**src/rtl/lcd_char_responder.sv**
```systemverilog
// HD44780-style 8-bit character-LCD device model: synchronises the host bus, executes
// instructions/data against an 80-byte DDRAM, answers reads and mirrors DDRAM for debug.
module lcd_char_responder #(
    parameter int BUSY_SHORT = 4,
    parameter int BUSY_LONG  = 96
) (
    input  logic       clk,
    input  logic       rst,
    input  logic       lcd_e,
    input  logic       lcd_rs,
    input  logic       lcd_rw,
    input  logic [7:0] lcd_din,
    output logic [7:0] lcd_dout,
    output logic       lcd_doe,
    input  logic [6:0] dbg_idx,
    output logic [7:0] dbg_char,
    output logic       o_busy,
    output logic [6:0] o_ac,
    output logic       o_disp_on,
    output logic       o_two_line,
    output logic       o_overrun
);
    localparam int CW       = $clog2(BUSY_LONG + 1);
    localparam int LONG_REM = BUSY_LONG - 80;

    typedef enum logic [1:0] {ST_CLEAR, ST_EXEC, ST_IDLE} state_t;

    logic       e_s1_q, e_s2_q, e_s3_q, rs_s1_q, rs_s2_q, rw_s1_q, rw_s2_q;
    logic [7:0] din_s1_q, din_s2_q;

    state_t     state_q, state_d;
    logic [6:0] fill_q, fill_d, ac_q, ac_d;
    logic [CW-1:0] cnt_q, cnt_d;
    logic       id_q, id_d, disp_q, disp_d, cur_q, cur_d, blink_q, blink_d;
    logic       n_q, n_d, dl_q, dl_d, f_q, f_d, cg_q, cg_d, overrun_q, overrun_d;

    logic [7:0] mem_q [0:79];
    logic       mem_we;
    logic [6:0] mem_waddr;
    logic [7:0] mem_wdata;

    logic       strobe, go_short;
    logic [6:0] cur_idx;
    logic [7:0] rd_char;
    logic [7:0] d;
    logic       unused_flags;

    // Line 2 (0x40..0x67) sits directly after line 1 in DDRAM when two-line mode is set.
    function automatic logic [6:0] map_idx(input logic [6:0] ac, input logic n);
        if (n && ac >= 7'h40) return ac - 7'd24;
        return ac;
    endfunction

    function automatic logic [6:0] step_ac(input logic [6:0] ac, input logic inc, input logic n);
        if (n) begin
            if (inc) return (ac == 7'h27) ? 7'h40 : (ac == 7'h67) ? 7'h00 : ac + 7'd1;
            return (ac == 7'h00) ? 7'h67 : (ac == 7'h40) ? 7'h27 : ac - 7'd1;
        end
        if (inc) return (ac == 7'h4F) ? 7'h00 : ac + 7'd1;
        return (ac == 7'h00) ? 7'h4F : ac - 7'd1;
    endfunction

    function automatic logic addr_ok(input logic [6:0] a, input logic n);
        if (n) return (a <= 7'h27) || (a >= 7'h40 && a <= 7'h67);
        return a <= 7'h4F;
    endfunction

    always_ff @(posedge clk or posedge rst) begin
        if (rst) begin
            e_s1_q   <= 1'b0;
            e_s2_q   <= 1'b0;
            e_s3_q   <= 1'b0;
            rs_s1_q  <= 1'b0;
            rs_s2_q  <= 1'b0;
            rw_s1_q  <= 1'b0;
            rw_s2_q  <= 1'b0;
            din_s1_q <= 8'h00;
            din_s2_q <= 8'h00;
        end else begin
            e_s1_q   <= lcd_e;
            e_s2_q   <= e_s1_q;
            e_s3_q   <= e_s2_q;
            rs_s1_q  <= lcd_rs;
            rs_s2_q  <= rs_s1_q;
            rw_s1_q  <= lcd_rw;
            rw_s2_q  <= rw_s1_q;
            din_s1_q <= lcd_din;
            din_s2_q <= din_s1_q;
        end
    end

    always_ff @(posedge clk or posedge rst) begin
        if (rst) begin
            state_q   <= ST_CLEAR;
            fill_q    <= 7'd0;
            cnt_q     <= '0;
            ac_q      <= 7'd0;
            id_q      <= 1'b1;
            disp_q    <= 1'b0;
            cur_q     <= 1'b0;
            blink_q   <= 1'b0;
            n_q       <= 1'b0;
            dl_q      <= 1'b1;
            f_q       <= 1'b0;
            cg_q      <= 1'b0;
            overrun_q <= 1'b0;
        end else begin
            state_q   <= state_d;
            fill_q    <= fill_d;
            cnt_q     <= cnt_d;
            ac_q      <= ac_d;
            id_q      <= id_d;
            disp_q    <= disp_d;
            cur_q     <= cur_d;
            blink_q   <= blink_d;
            n_q       <= n_d;
            dl_q      <= dl_d;
            f_q       <= f_d;
            cg_q      <= cg_d;
            overrun_q <= overrun_d;
        end
    end

    always_ff @(posedge clk) begin
        if (mem_we) mem_q[mem_waddr] <= mem_wdata;
    end

    assign strobe  = ~e_s2_q & e_s3_q;
    assign d       = din_s2_q;
    assign cur_idx = map_idx(ac_q, n_q);
    assign rd_char = (cur_idx < 7'd80) ? mem_q[cur_idx] : 8'h20;

    always_comb begin
        state_d   = state_q;
        fill_d    = fill_q;
        cnt_d     = cnt_q;
        ac_d      = ac_q;
        id_d      = id_q;
        disp_d    = disp_q;
        cur_d     = cur_q;
        blink_d   = blink_q;
        n_d       = n_q;
        dl_d      = dl_q;
        f_d       = f_q;
        cg_d      = cg_q;
        overrun_d = 1'b0;
        mem_we    = 1'b0;
        mem_waddr = fill_q;
        mem_wdata = 8'h20;
        go_short  = 1'b0;

        case (state_q)
            ST_CLEAR: begin
                mem_we = 1'b1;
                fill_d = fill_q + 7'd1;
                if (fill_q == 7'd79) begin
                    fill_d = 7'd0;
                    if (LONG_REM == 0) begin
                        state_d = ST_IDLE;
                    end else begin
                        state_d = ST_EXEC;
                        cnt_d   = CW'(LONG_REM);
                    end
                end
            end
            ST_EXEC: begin
                if (cnt_q <= CW'(1)) state_d = ST_IDLE;
                else                 cnt_d   = cnt_q - CW'(1);
            end
            default: ;
        endcase

        // Reads go through in any state; only writes can be refused as overruns.
        if (strobe) begin
            if (rw_s2_q) begin
                if (rs_s2_q && state_q == ST_IDLE) ac_d = step_ac(ac_q, id_q, n_q);
            end else if (state_q != ST_IDLE) begin
                overrun_d = 1'b1;
            end else if (rs_s2_q) begin
                if (!cg_q && cur_idx < 7'd80) begin
                    mem_we    = 1'b1;
                    mem_waddr = cur_idx;
                    mem_wdata = d;
                end
                ac_d     = step_ac(ac_q, id_q, n_q);
                go_short = 1'b1;
            end else if (d[7]) begin
                if (addr_ok(d[6:0], n_q)) begin
                    ac_d = d[6:0];
                    cg_d = 1'b0;
                end
                go_short = 1'b1;
            end else if (d[6]) begin
                cg_d     = 1'b1;
                go_short = 1'b1;
            end else if (d[5]) begin
                dl_d     = d[4];
                n_d      = d[3];
                f_d      = d[2];
                go_short = 1'b1;
            end else if (d[4]) begin
                if (!d[3]) ac_d = step_ac(ac_q, d[2], n_q);
                go_short = 1'b1;
            end else if (d[3]) begin
                disp_d   = d[2];
                cur_d    = d[1];
                blink_d  = d[0];
                go_short = 1'b1;
            end else if (d[2]) begin
                id_d     = d[1];
                go_short = 1'b1;
            end else if (d[1]) begin
                ac_d    = 7'd0;
                cg_d    = 1'b0;
                state_d = ST_EXEC;
                cnt_d   = CW'(BUSY_LONG);
            end else if (d[0]) begin
                ac_d    = 7'd0;
                id_d    = 1'b1;
                cg_d    = 1'b0;
                state_d = ST_CLEAR;
                fill_d  = 7'd0;
            end
        end

        if (go_short) begin
            state_d = ST_EXEC;
            cnt_d   = CW'(BUSY_SHORT);
        end
    end

    assign o_busy     = (state_q != ST_IDLE);
    assign o_ac       = ac_q;
    assign o_disp_on  = disp_q;
    assign o_two_line = n_q;
    assign o_overrun  = overrun_q;
    assign lcd_doe    = e_s2_q & rw_s2_q;
    assign lcd_dout   = !lcd_doe ? 8'h00 :
                        !rs_s2_q ? {o_busy, ac_q} :
                        cg_q     ? 8'h00 : rd_char;
    assign dbg_char   = (dbg_idx < 7'd80) ? mem_q[dbg_idx] : 8'h20;

    // Interface-mode, font and cursor bits are latched for completeness but drive nothing.
    assign unused_flags = ^{dl_q, f_q, cur_q, blink_q};
endmodule
```
**config.mk**
```make
export PLATFORM = sky130hd
export DESIGN_NAME = lcd_char_responder
export DESIGN_NICKNAME = d
export VERILOG_FILES = /design/src/rtl/lcd_char_responder.sv
export SDC_FILE = /design/constraint.sdc
export NUM_CORES = 1
export LEC_CHECK = 0
export ABC_AREA = 1
export BUFFER_PORTS_ARGS = -buffer_cell sky130_fd_sc_hd__buf_2
export CORE_MARGIN = 8
export CORE_UTILIZATION = 45
export CTS_BUF_LIST = sky130_fd_sc_hd__clkbuf_8 sky130_fd_sc_hd__clkbuf_16
export CTS_CLUSTER_DIAMETER = 100
export DETAILED_ROUTE_END_ITERATION = 10
export RECOVER_POWER = 50
export SETUP_SLACK_MARGIN = 0.5
export SYNTH_ARGS = -nofsm -noshare
export SYNTH_HDL_FRONTEND = slang
export SYNTH_SLANG_ARGS = --single-unit
```
**constraint.sdc**
```tcl
create_clock -name clk -period 5.69 [get_ports clk]
set_input_delay 1.138 -clock clk [delete_from_list [all_inputs] [get_ports clk]]
set_output_delay 1.138 -clock clk [all_outputs]
set_load 0.01 [all_outputs]
```
# Word-level counts from Yosys, hierarchy flattened
# Memory sizes are Yosys's and may differ from the RTL's.
# Cells that the tools add are included.
# word_totals
input_bits,20
ram_bits,640
output_inout_bits,28
reg_bits,51
word_cells,280
memories,1
# classes
n_bitwise,11
muxes,200
n_reduce_logical,16
eq_ne,21
n_addsub,5
n_lt_le_gt_ge,8
# mem_list
name,words,width,rd,rd_ports_with_merged_regs,write_ports,line_no,rtl
mem_q,80,8,2,0,1,37,logic [7:0] mem_q [0:79];
# ops
operator,count
7-bit two-way mux,72
1-bit two-way mux,101
8-bit two-way mux,10
2-bit two-way mux,15
"7-bit == test, second input constant",4
9-bit AND reduction,2
"4-bit by 3-bit != test with 1-bit output, second input constant",4
"7-bit by 1-bit adder with 7-bit output, second input constant",2
"7-bit greater-or-equal comparator, second input constant",2
"7-bit <= comparator, second input constant",2
"7-bit < comparator, second input constant",2
7-bit case mux with 2 select lines,1
"7-bit by 1-bit subtractor with 7-bit output, second input constant",2
"3-bit by 1-bit != test with 1-bit output, second input constant",4
11-bit AND reduction,1
10-bit AND reduction,1
1-bit NOT,9
"2-bit by 1-bit != test with 1-bit output, second input constant",4
"7-bit by 6-bit == test with 1-bit output, second input constant",1
"7-bit by 1-bit <= comparator with 1-bit output, second input constant",1
"7-bit by 6-bit <= comparator with 1-bit output, second input constant",1
7-bit logical NOT,1
7-bit AND reduction,1
"7-bit by 5-bit subtractor with 7-bit output, second input constant",1
13 further kinds,17

# Logic depth before layout (Yosys ltp)
# depth
ltp_word,30
depth_mapped,17
mapped_depth_nobuf,14

# Worst setup path after synthesis
# Ideal clock, no wire load.
# synth_timing
path_type,reg2reg
from,"reg ac_q[3], in the netlist o_ac[3]"
to,mem mem_q[0][0] (data pin)
slack_ns,1.417
setup_time_ns,0.575
synth_period_minus_slack_ns,4.273
path_stages_with_launch,12
t_required_ns,5.115
arrival_time_ns,3.698
n_path_buf,2
path_cell_list,dfrtp_1 -> clkbuf_1 -> inv_1 -> ha_1 -> inv_1 -> o21ai_4 -> inv_4 -> nand2_4 -> nand2_4 -> nand3_4 -> buf_6 -> nor2_1
# synth_between
elab_chain_len,11
word_cells_on_any_way,13
cone_classes,1 x add/sub; 2 x order compare; 8 x mux; 2 x reduce/logical
# synth_rtl
item,line_no,rtl
"start, declared",32,"logic [6:0] fill_q, fill_d, ac_q, ac_d;"
"start signal, assigned",97,ac_q <= 7'd0;
"start signal, assigned",111,ac_q <= ac_d;
7-bit greater-or-equal comparator,50,if (n && ac >= 7'h40) return ac - 7'd24;
1-bit logical AND,50,
1-bit two-way mux,50,
7-bit two-way mux (*),51,return ac;
7-bit < comparator (*),180,if (!cg_q && cur_idx < 7'd80) begin
1-bit logical AND (*),180,
8-bit two-way mux (*),180,
8-bit two-way mux (*),179,end else if (rs_s2_q) begin
8-bit two-way mux (*),177,end else if (state_q != ST_IDLE) begin
8-bit two-way mux (*),175,if (rw_s2_q) begin
8-bit two-way mux (*),174,if (strobe) begin
via mem_wdata[0],40,logic [7:0] mem_wdata;
"end, declared",37,
# The timed path passes the listed nets; every way through them passes the cells marked *. The select of a mux whose other input is x is not followed.

# Final worst setup path
# layout_timing
from,"reg n_q, in the netlist o_two_line"
to,out lcd_dout[1]
# layout_between
elab_chain_len,8
word_cells_on_any_way,9
cone_classes,1 x order compare; 6 x mux; 1 x reduce/logical; 1 x memory
# layout_rtl
item,line_no,rtl
"start, declared",35,"logic n_q, n_d, dl_q, dl_d, f_q, f_d, cg_q, cg_d, overrun_q, overrun_d;"
"start signal, assigned",116,n_q <= n_d;
1-bit logical AND (*),50,
1-bit two-way mux (*),50,
7-bit two-way mux (*),51,
memory read 80 x 8 bit / 7-bit < comparator (equally long branches),--,
8-bit two-way mux (*),131,assign rd_char = (cur_idx < 7'd80) ? mem_q[cur_idx] : 8'h20;
8-bit two-way mux (*),240,cg_q ? 8'h00 : rd_char;
8-bit two-way mux (*),239,"!rs_s2_q ? {o_busy, ac_q} :"
8-bit two-way mux (*),238,assign lcd_dout = !lcd_doe ? 8'h00 :
"end, declared",13,"output logic [7:0] lcd_dout,"
# Every way passes the cells marked *; elsewhere a longest branch is shown, timed or not.

==> summary.txt <==
Critical path
  • CP max FO: 28
  • Crit end category: primary output
  • Max stage delay on crit path: 0.73 ns
  • Setup Crit Path Kind: register to primary output
  • Crit-path most repeated cell: nand2_1
  • CP max-delay cell: inv_2
  • CP Launch Type: register
  • Critical Path AT: 4.12 ns
  • Required time of the critical path: about 4.6 ns
  • Critical path cell sequence: clkbuf_1 -> nand2_1 -> xor2_4 -> inv_2 -> nand3_1 -> nand2_1 -> nand2_1 -> nand2_1 -> inv_1 -> nand2_1 -> nand2_1 -> nand2_1 -> a21oi_1 -> buf_2

Detailed routing
  • Routed WL: 120 mm
  • Residual DRC: 0
  • DR vias/cell: just over 6
  • Routed Antenna Nets: 0
  • DR vias: 30000
  • DRT iter0 DRCs: 4126
  • Post-DR wirelength/cell: about 24 um
  • 1st-pass router iterations: 8

Timing
  • RSZ-0062 raised after global routing: no
  • Tcrit/Tclk final: 92.4%
  • Fin Setup TNS: 0 ns
  • Fmax: 0.190 GHz
  • Final Hold Fails: 0
  • Post-route minimum period: around 5.3 ns
  • Skew final: 0.0333 ns
  • Setup ws final: 0.432 ns
  • Max Transition Viols Final: roughly 440
  • Max transition margin: -81.9%
  • Worst-Margin Slew: 2.73 ns
  • Hold slack final: between 0.3 and 0.4 ns
  • # setup viols final: 0

Placed design
  • Worst slack, placed: approximately 0.79 ns
  • Gpl congestion: 0.917
  • HPWL after DPL: 71.0 mm
  • I/O Buffers: 47
  • Placed inst area: approximately 37000 um2

Clock network
  • Root buffer cell: clkbuf_16
  • Reg clk slew, reported paths: 0.06 ns
  • # clock sinks: 691
  • CTS Buffer Depth: 3
  • TritonCTS clock tree: built
  • Post-CTS Hold Buffers: 0
  • Clk Latency, worst-skew pair: between 0.6 and 0.7 ns
  • Total CTS buffers: 79
  • H-tree depth: 3

Final layout
  • Syn-to-layout area delta: 12.3%
  • N_diodes: 0
  • Design area: 39500 um2
  • Share of post-route cells with drive strength above 1: around 8.5%
  • Leading cell type in the layout, fill and taps excluded: nand2_1
  • Nets@finish: 3887
  • Most frequent cells in the layout: nand2_1 (789), edfxtp_1 (640), nand3_1 (620)

Yosys
  • Register area share after synthesis: between 50% and 60%
  • Synth top area share: 54.5%
  • Ys flop type: edfxtp_1
  • Synth Warn #: 0
  • Synth area leaders: edfxtp_1 (55%), nand3_1 (8.8%), nand2_1 (8.4%)
  • Syn nets: 3913
  • Avg Inst Size Synth: 9.07 um2
  • Yosys reg bits: 691
  • Mapped Area: 35200 um2
  • Yosys top cell by area: edfxtp_1
  • Cells after synthesis: 3885
  • Netlist cell types: 46
  • Post-synth EDFFs: 640
  • Async set-or-reset flop fraction in the synthesized netlist: 7.38%

Power and ir drop
  • Leakage power: 0.0142 uW
  • Maximum VDD drop: around 0.00019 V
  • PD cells: 278 nW/um2

Global route
  • Vias in the first global route: 28300
  • Total GRT Usage: 26.9%
  • Initial antenna violation count: 4
  • Total congestion overflow: 0
  • First-pass GRT wire length: approximately 180 mm
  • Pin count of the biggest net entering global routing: between 100 and 150

Outcome
  • Violated checks: max-capacitance violations, max-slew violations
  • Status: finished, violations left

Floorplan
  • Die ar.: 87500 um2
  • Core ar.: 77500 um2
  • Initial Utilization: 45.5%
  • Row Count: 102
  • # IOs: 48
  • Die height: around 300 um
  • Die width: 296 um

Min path
  • Min-delay worst type: register to register

Flow run
  • Max-cap viol count: 9
where the power goes:
group | leakage (uW) | internal [uW] | switching (uW)
logic | 0.00768 | 127 | 341
registers | 0.00517 | 5480 | 9.21
clock network | 0.00130 | 2940 | 2090
total | 0.0142 | 8540 | 2440
synthesized netlist by cell type, drive strengths merged, types with 8 or more instances:
cell type,count
a21oi,129
a31oi,9
buf,36
clkbuf,245
dfrtp,50
edfxtp,640
ha,8
inv,145
nand2,801
nand3,621
nand4,22
nor2,543
o211ai,109
o21ai,426
o221ai,49
o22ai,11
critical path, delay by kind of cell, from the launching register on:
family,cells,cell delay [ns]
AND/OR/NAND/NOR,8,1.43
buffers and inverters,4,1.40
flip-flops,1,0.32
XOR/XNOR,1,0.25
AO/OA/AOI/OAI,1,0.07
sequential cells by signal, summed over array words and instances (netlist names), 2 cells and up:
signal / cells
din_s1_q: 8
fill_q: 7
state_q: 2
o_ac: 7
mem_q: 640
cnt_q: 7
d: 8
layer usage:
layer	track usage (%)	routed length [um]	vias to the layer above
met4	10.7	4710	6
li1	-	-	13600
met1	37.7	48700	14300
met3	5.25	13700	276
met5	0	39	-
met2	40.9	53000	1851
through the flow:
| stage | util (%) | power (uW) | cells |
|---|---|---|---|
| after global routing | 51.1 | 11300 | 4963 |
| final | 51.1 | 11000 | 4963 |
| after detailed placement | 47.9 | 6050 | 4816 |
| after global placement | 47.9 | 6050 | 4816 |
| after CTS | 51.2 | 11000 | 4961 |
| after floorplan | - | 5860 | 3885 |
path summary, 6_finish.rpt:
check / start / endpoint / slack, ns / depth (start not counted)
max: o_two_line$_DFFE_PP0P_ / lcd_dout[1] / 0.43 / 14
min in group asynchronous: rst / din_s1_q[2]$_DFF_PP0_ / 1.55 / 3
min reg2reg: rs_s1_q$_DFF_PP0_ / rs_s2_q$_DFF_PP0_ / 0.34 / 0
max in group asynchronous: rst / o_ac[2]$_DFFE_PP0P_ / 2.21 / 3
min: rs_s1_q$_DFF_PP0_ / rs_s2_q$_DFF_PP0_ / 0.34 / 0
max reg2reg: o_two_line$_DFFE_PP0P_ / mem_q[8][4]$_DFFE_PP_ / 0.50 / 10
area by class of cell:
| type | instances | area (um2) |
|---|---|---|
| inverters | 150 | 596 |
| flip-flops and latches | 691 | 20500 |
| repair buffers | 174 | 1510 |
| clock buffers | 83 | 2070 |
| well taps | 1040 | 1300 |
| fillers | 7097 | 37900 |
| multi-input cells | 2763 | 13100 |
| clock inverters | 62 | 477 |
cells by family (layout without fill, tap and decap cells):
kind of cell | Yosys count | count (layout) | share of synthesized area, %
and+or+nand+nor | 2000 | 2000 | 24.4
AOI/OAI and AO/OA | 748 | 748 | 12.3
DFF | 691 | 691 | 58.2
buffers and inverters | 431 | 469 | 4.68
adders and majority gates | 8 | 8 | 0.284
xor gates and xnor gates | 7 | 7 | 0.174
repair_timing:
item,CTS,global route
endpoints found under the setup margin,0,8
buffers inserted,0,2
gates resized for setup,0,1
Note: power is estimated with default switching activity, not from simulation.
